--- src/rtl/booth_mult_sched.sv ---
// Operand scheduler and in-order result buffer wrapped around a sequential
// radix-4 Booth multiplier with a start/done handshake.
module booth_mult_sched #(
  parameter int N       = 32,
  parameter int DEPTH   = 4,
  parameter int TAG_W   = 4,
  parameter int TIMEOUT = 63
) (
  input  logic                     clk,
  input  logic                     rst_n,
  input  logic                     in_valid,
  output logic                     in_ready,
  input  logic [N-1:0]             in_data,
  output logic                     out_valid,
  input  logic                     out_ready,
  output logic [2*N-1:0]           out_data,
  output logic [TAG_W-1:0]         out_tag,
  output logic                     mul_start,
  output logic [N-1:0]             mul_multiplier,
  input  logic                     mul_done,
  input  logic [2*N-1:0]           mul_product,
  output logic [$clog2(DEPTH):0]   fifo_level,
  output logic                     busy,
  output logic                     err_timeout,
  input  logic                     clr_err
);

  localparam int AW = $clog2(DEPTH);
  localparam int LW = AW + 1;
  localparam int CW = $clog2(TIMEOUT + 1);
  localparam int EW = N + TAG_W;

  typedef enum logic [1:0] {
    S_IDLE  = 2'd0,
    S_ISSUE = 2'd1,
    S_WAIT  = 2'd2,
    S_HOLD  = 2'd3
  } state_t;

  state_t            state_r, state_s;
  logic [EW-1:0]     mem_r [DEPTH];
  logic [AW-1:0]     wr_ptr_r, rd_ptr_r;
  logic [LW-1:0]     count_r;
  logic [TAG_W-1:0]  tag_cnt_r;
  logic [N-1:0]      cur_data_r;
  logic [TAG_W-1:0]  cur_tag_r;
  logic              done_q_r;
  logic [CW-1:0]     tmo_cnt_r;
  logic              out_valid_r;
  logic [2*N-1:0]    out_data_r;
  logic [TAG_W-1:0]  out_tag_r;
  logic              err_r;

  logic full_s, empty_s, push_s, pop_s, event_s, out_free_s, tmo_hit_s;
  logic load_s, fetch_s, tmo_set_s;

  assign full_s     = (count_r == LW'(DEPTH));
  assign empty_s    = (count_r == LW'(1'b0));
  assign push_s     = in_valid && !full_s;
  assign pop_s      = (state_r == S_ISSUE);
  assign event_s    = mul_done && !done_q_r;
  assign out_free_s = !out_valid_r || out_ready;
  // The counter holds elapsed WAIT cycles minus one, so this fires on the TIMEOUT-th cycle after start.
  assign tmo_hit_s  = (tmo_cnt_r == CW'(TIMEOUT - 1));

  // Next-state and per-cycle control strobes.
  always_comb begin
    state_s   = state_r;
    load_s    = 1'b0;
    fetch_s   = 1'b0;
    tmo_set_s = 1'b0;
    case (state_r)
      S_IDLE: begin
        if (!empty_s) begin
          fetch_s = 1'b1;
          state_s = S_ISSUE;
        end else begin
          state_s = S_IDLE;
        end
      end
      S_ISSUE: state_s = S_WAIT;
      S_WAIT: begin
        if (event_s) begin
          if (out_free_s) begin
            load_s  = 1'b1;
            state_s = S_IDLE;
          end else begin
            state_s = S_HOLD;
          end
        end else if (tmo_hit_s) begin
          tmo_set_s = 1'b1;
          state_s   = S_IDLE;
        end else begin
          state_s = S_WAIT;
        end
      end
      S_HOLD: begin
        if (out_free_s) begin
          load_s  = 1'b1;
          state_s = S_IDLE;
        end else begin
          state_s = S_HOLD;
        end
      end
      default: state_s = S_IDLE;
    endcase
  end

  // State register and done edge detector.
  always_ff @(posedge clk or negedge rst_n) begin
    if (!rst_n) begin
      state_r  <= S_IDLE;
      done_q_r <= 1'b0;
    end else begin
      state_r  <= state_s;
      done_q_r <= mul_done;
    end
  end

  // Input FIFO storage, pointers, occupancy and tag assignment.
  always_ff @(posedge clk or negedge rst_n) begin
    if (!rst_n) begin
      for (int i = 0; i < DEPTH; i++) mem_r[i] <= '0;
      wr_ptr_r  <= '0;
      rd_ptr_r  <= '0;
      count_r   <= '0;
      tag_cnt_r <= '0;
    end else begin
      if (push_s) begin
        mem_r[wr_ptr_r] <= {in_data, tag_cnt_r};
        wr_ptr_r        <= wr_ptr_r + AW'(1'b1);
        tag_cnt_r       <= tag_cnt_r + TAG_W'(1'b1);
      end
      if (pop_s) begin
        rd_ptr_r <= rd_ptr_r + AW'(1'b1);
      end
      case ({push_s, pop_s})
        2'b10:   count_r <= count_r + LW'(1'b1);
        2'b01:   count_r <= count_r - LW'(1'b1);
        default: count_r <= count_r;
      endcase
    end
  end

  // Head is latched on entry to ISSUE so the operand is already valid alongside the start pulse.
  always_ff @(posedge clk or negedge rst_n) begin
    if (!rst_n) begin
      cur_data_r <= '0;
      cur_tag_r  <= '0;
      tmo_cnt_r  <= '0;
    end else begin
      if (fetch_s) begin
        {cur_data_r, cur_tag_r} <= mem_r[rd_ptr_r];
      end
      if (state_r == S_ISSUE) begin
        tmo_cnt_r <= '0;
      end else if (state_r == S_WAIT) begin
        tmo_cnt_r <= tmo_cnt_r + CW'(1'b1);
      end
    end
  end

  // Output holding register; a same-cycle drain and load keeps it valid.
  always_ff @(posedge clk or negedge rst_n) begin
    if (!rst_n) begin
      out_valid_r <= 1'b0;
      out_data_r  <= '0;
      out_tag_r   <= '0;
    end else if (load_s) begin
      out_valid_r <= 1'b1;
      out_data_r  <= mul_product;
      out_tag_r   <= cur_tag_r;
    end else if (out_valid_r && out_ready) begin
      out_valid_r <= 1'b0;
    end
  end

  // Sticky timeout flag; a new timeout beats a simultaneous clear.
  always_ff @(posedge clk or negedge rst_n) begin
    if (!rst_n) begin
      err_r <= 1'b0;
    end else if (tmo_set_s) begin
      err_r <= 1'b1;
    end else if (clr_err) begin
      err_r <= 1'b0;
    end
  end

  assign in_ready       = !full_s;
  assign out_valid      = out_valid_r;
  assign out_data       = out_data_r;
  assign out_tag        = out_tag_r;
  assign mul_start      = (state_r == S_ISSUE);
  assign mul_multiplier = cur_data_r;
  assign fifo_level     = count_r;
  assign busy           = (state_r != S_IDLE) || !empty_s;
  assign err_timeout    = err_r;

endmodule

--- config.mk ---
export PLATFORM = sky130hd
export DESIGN_NAME = booth_mult_sched
export DESIGN_NICKNAME = d
export VERILOG_FILES = /design/src/rtl/booth_mult_sched.sv
export SDC_FILE = /design/constraint.sdc
export NUM_CORES = 1
export LEC_CHECK = 0
export BUFFER_PORTS_ARGS = -buffer_cell sky130_fd_sc_hd__buf_2
export CAP_MARGIN = 0
export CORE_ASPECT_RATIO = 2
export CORE_MARGIN = 2
export CORE_UTILIZATION = 60
export DETAILED_ROUTE_END_ITERATION = 10
export GPL_ROUTABILITY_DRIVEN = 0
export PLACE_DENSITY = 0.85
export SYNTH_ARGS = -nofsm -noshare
export SYNTH_HDL_FRONTEND = slang
export SYNTH_SLANG_ARGS = --single-unit
--- constraint.sdc ---
create_clock -name clk -period 4.6 [get_ports clk]
set_clock_uncertainty 0.1 [all_clocks]
set_input_delay 0.23 -clock clk [delete_from_list [all_inputs] [get_ports clk]]
set_output_delay 0.23 -clock clk [all_outputs]
set_load 0.01 [all_outputs]
==> metrics.csv <==
metric;value;unit
outcome;finished, final reports clean;
cts_buffer_depth;3;
crit_path_end_kind;register;
drive_above_1_share;0.546;
yosysWarningCount;0;
max_freq;355;MHz
grt_pass1_vias;7744;
ys.flop_type;dfrtp_1;
critPathKind;register to register;
grtUsageMet2;0.463;
slew_headroom;0.245;
rsz0062_at_grt;no;
final_max_slew_viol_count;0;
syn2layout_area_growth;23.2;%
maxCapViolCount;0;
die_x;103;um
die_h;203;um
grt_pass1_wl;40600;um
cts.htree.levels;1;
drt_first_pass_iters;4;
synth_cell_types;35;
fp.coreArea;19400;um^2
cts_buffers;23;
fill_cells;1100;
overflow;0;
post_cts.repair.setup_buffers;0;
detail-route-antenna-nets;0;
p_per_area;736;nW/um^2
path_max_fanout;42;
syn-cell-area;11800;um^2
multi_input_area;4660;um^2
grt_most_used_layer;met2;
via_per_inst;5.44;
routed-via-count;6802;
synth_edf_count;0;
leakagePower;6.93;nW
io_pins;210;
syn_nets;790;
final_nets;1095;
ir_drop;0.441;mV
whs;0.0138;ns
num_rows;72;
dieArea;20900;um^2
drt_wl_total;25700;um
final_cell_count_no_fill;1251;
hpwl;14200;um
seq_area;6760;um^2
cp.required;4.87;ns
diodes;0;
insertion_delay;0.50;ns
avgSynthCellArea;17.6;um^2
cp.arrival;3.09;ns
finalCritPeriodShare;0.613;
ys_seq_elements;270;
cts_root_buf;clkbuf_16;
path_clk_slew;0.07;ns
setup_tns;0;ns
worstSetupStartpointType;register;
grt_antenna_before_repair;0;
hold_viol_final;0;
placed_cells;1114;
yosysSeqAreaShare;0.571;
track_usage;0.249;
ys_async_sr_fraction;1.00;
setup_viol;0;
drcViolationCount;0;
use_met1;0.298;
numPortBuffers;209;
start_util;0.611;
final_cell_mix;268 x dfrtp_1, 208 x buf_2, 129 x mux2_2;
cts_tree;done;
use_met3;0.0310;
layout_min_cycle_time;2.82;ns
wl_per_cell;20.5;um
clock-sinks;270;
grt_max_degree;135;
final_common_cell;dfrtp_1;
hp-class;primary input to register;
worstMarginPinSlew;1.13;ns
drt_iter0_drc;211;
syn_inst;674;
==> cells by family after synthesis <==
| group | Yosys count | synth area share |
|---|---|---|
| buffers and inverters | 44 | 0.0351 |
| multiplexers | 286 | 0.344 |
| XOR/XNOR | 11 | 0.00814 |
| AO/OA/AOI/OAI | 16 | 0.00761 |
| flip-flops | 270 | 0.571 |
| adder cells (fa/ha/maj) | 14 | 0.0154 |
| AND/OR/NAND/NOR | 33 | 0.0182 |
==> sequential cells by signal, indices dropped and copies added, names as in the netlist, 2 cells and up <==
| name | flops |
|---|---|
| out_data | 64 |
| wr_ptr_r | 2 |
| state_r | 2 |
| cur_tag_r | 4 |
| fifo_level | 3 |
| out_tag | 4 |
| rd_ptr_r | 2 |
| tag_cnt_r | 4 |
| tmo_cnt_r | 6 |
| mul_multiplier | 32 |
| mem_r | 144 |
==> critical path: stages, from the launching register on <==
cell and delay [ns]:
dfrtp_1 0.38, inv_1 0.11, ha_1 0.23, a21oi_1 0.20, nand2b_2 0.85, buf_4 0.41
mux2_2 0.38
==> final timing paths <==
| check | start | to | slack [ns] | depth (start not counted) |
|---|---|---|---|---|
| max in group asynchronous | rst_n | mem_r[66] | 2.96 | 3 |
| min in group asynchronous | rst_n | out_data[36] | 0.35 | 2 |
| worst max-delay path | state_r[0] | out_data[11] | 1.78 | 6 |
| worst min-delay path | out_ready | out_valid | 0.01 | 3 |
| worst max register to register | state_r[0] | out_data[11] | 1.78 | 6 |
| worst min register to register | mem_r[65] | mem_r[65] | 0.40 | 1 |
==> synthesized netlist by cell type (all sizes together) (2+ instances only) <==
| cell | count | share of area |
|---|---|---|
| ha | 13 | 0.014 |
| o21ai | 5 | 0.0021 |
| mux4 | 36 | 0.069 |
| nand4 | 2 | 0.0011 |
| clkbuf | 3 | 0.00095 |
| nand2 | 16 | 0.0094 |
| xor2 | 3 | 0.0022 |
| mux2 | 249 | 0.28 |
| dfrtp | 270 | 0.57 |
| nor2 | 2 | 0.00063 |
| a21oi | 6 | 0.0025 |
| nand3 | 2 | 0.00085 |
| inv | 10 | 0.0032 |
| nand2b | 4 | 0.0021 |
| or3 | 2 | 0.0012 |
| o31ai | 3 | 0.0019 |
| xnor2 | 8 | 0.0059 |
| buf | 31 | 0.031 |
==> timing repair <==
action                    4_1_cts  5_1_grt
hold buffers                   99        0
hold endpoints to repair      326        0
resized for setup               0        0
==> report_power, final <==
part / internal, mW / leakage (nW) / switching [mW]
clock: 0.999 / 0.338 / 0.823
sequential: 3.61 / 3.21 / 0.858
combinational: 2.74 / 3.38 / 1.71
total: 7.35 / 6.93 / 3.39
==> layout make-up <==
| class | instances | share of cell area |
|---|---|---|
| flip-flops and latches | 270 | 0.464 |
| multi-input cells | 360 | 0.320 |
| repair buffers | 314 | 0.144 |
| clock buffers | 34 | 0.0457 |
| well taps | 259 | 0.0222 |
| inverters | 10 | 0.00257 |
| clock inverters | 4 | 0.00154 |
==> metrics by stage <==
step | instance area, um^2 | setup WS [ns] | utilization | power, mW
after floorplan | 11800 | 2.17 | - | 7.68
after detailed placement | 12900 | 1.83 | 0.666 | 8.82
after global routing | 14600 | 1.65 | 0.753 | 11.4
after CTS | 14600 | 1.83 | 0.753 | 10.8
final | 14600 | 1.78 | 0.753 | 10.7
after global placement | 12900 | 1.94 | 0.666 | 8.63
==> metal layers <==
metal,wire length (um),share of wire
met3,974,0.038
met4,599,0.023
met1,9930,0.39
met2,14200,0.55
met5,0,0
No activity file was read; power rests on OpenSTA's default activity.
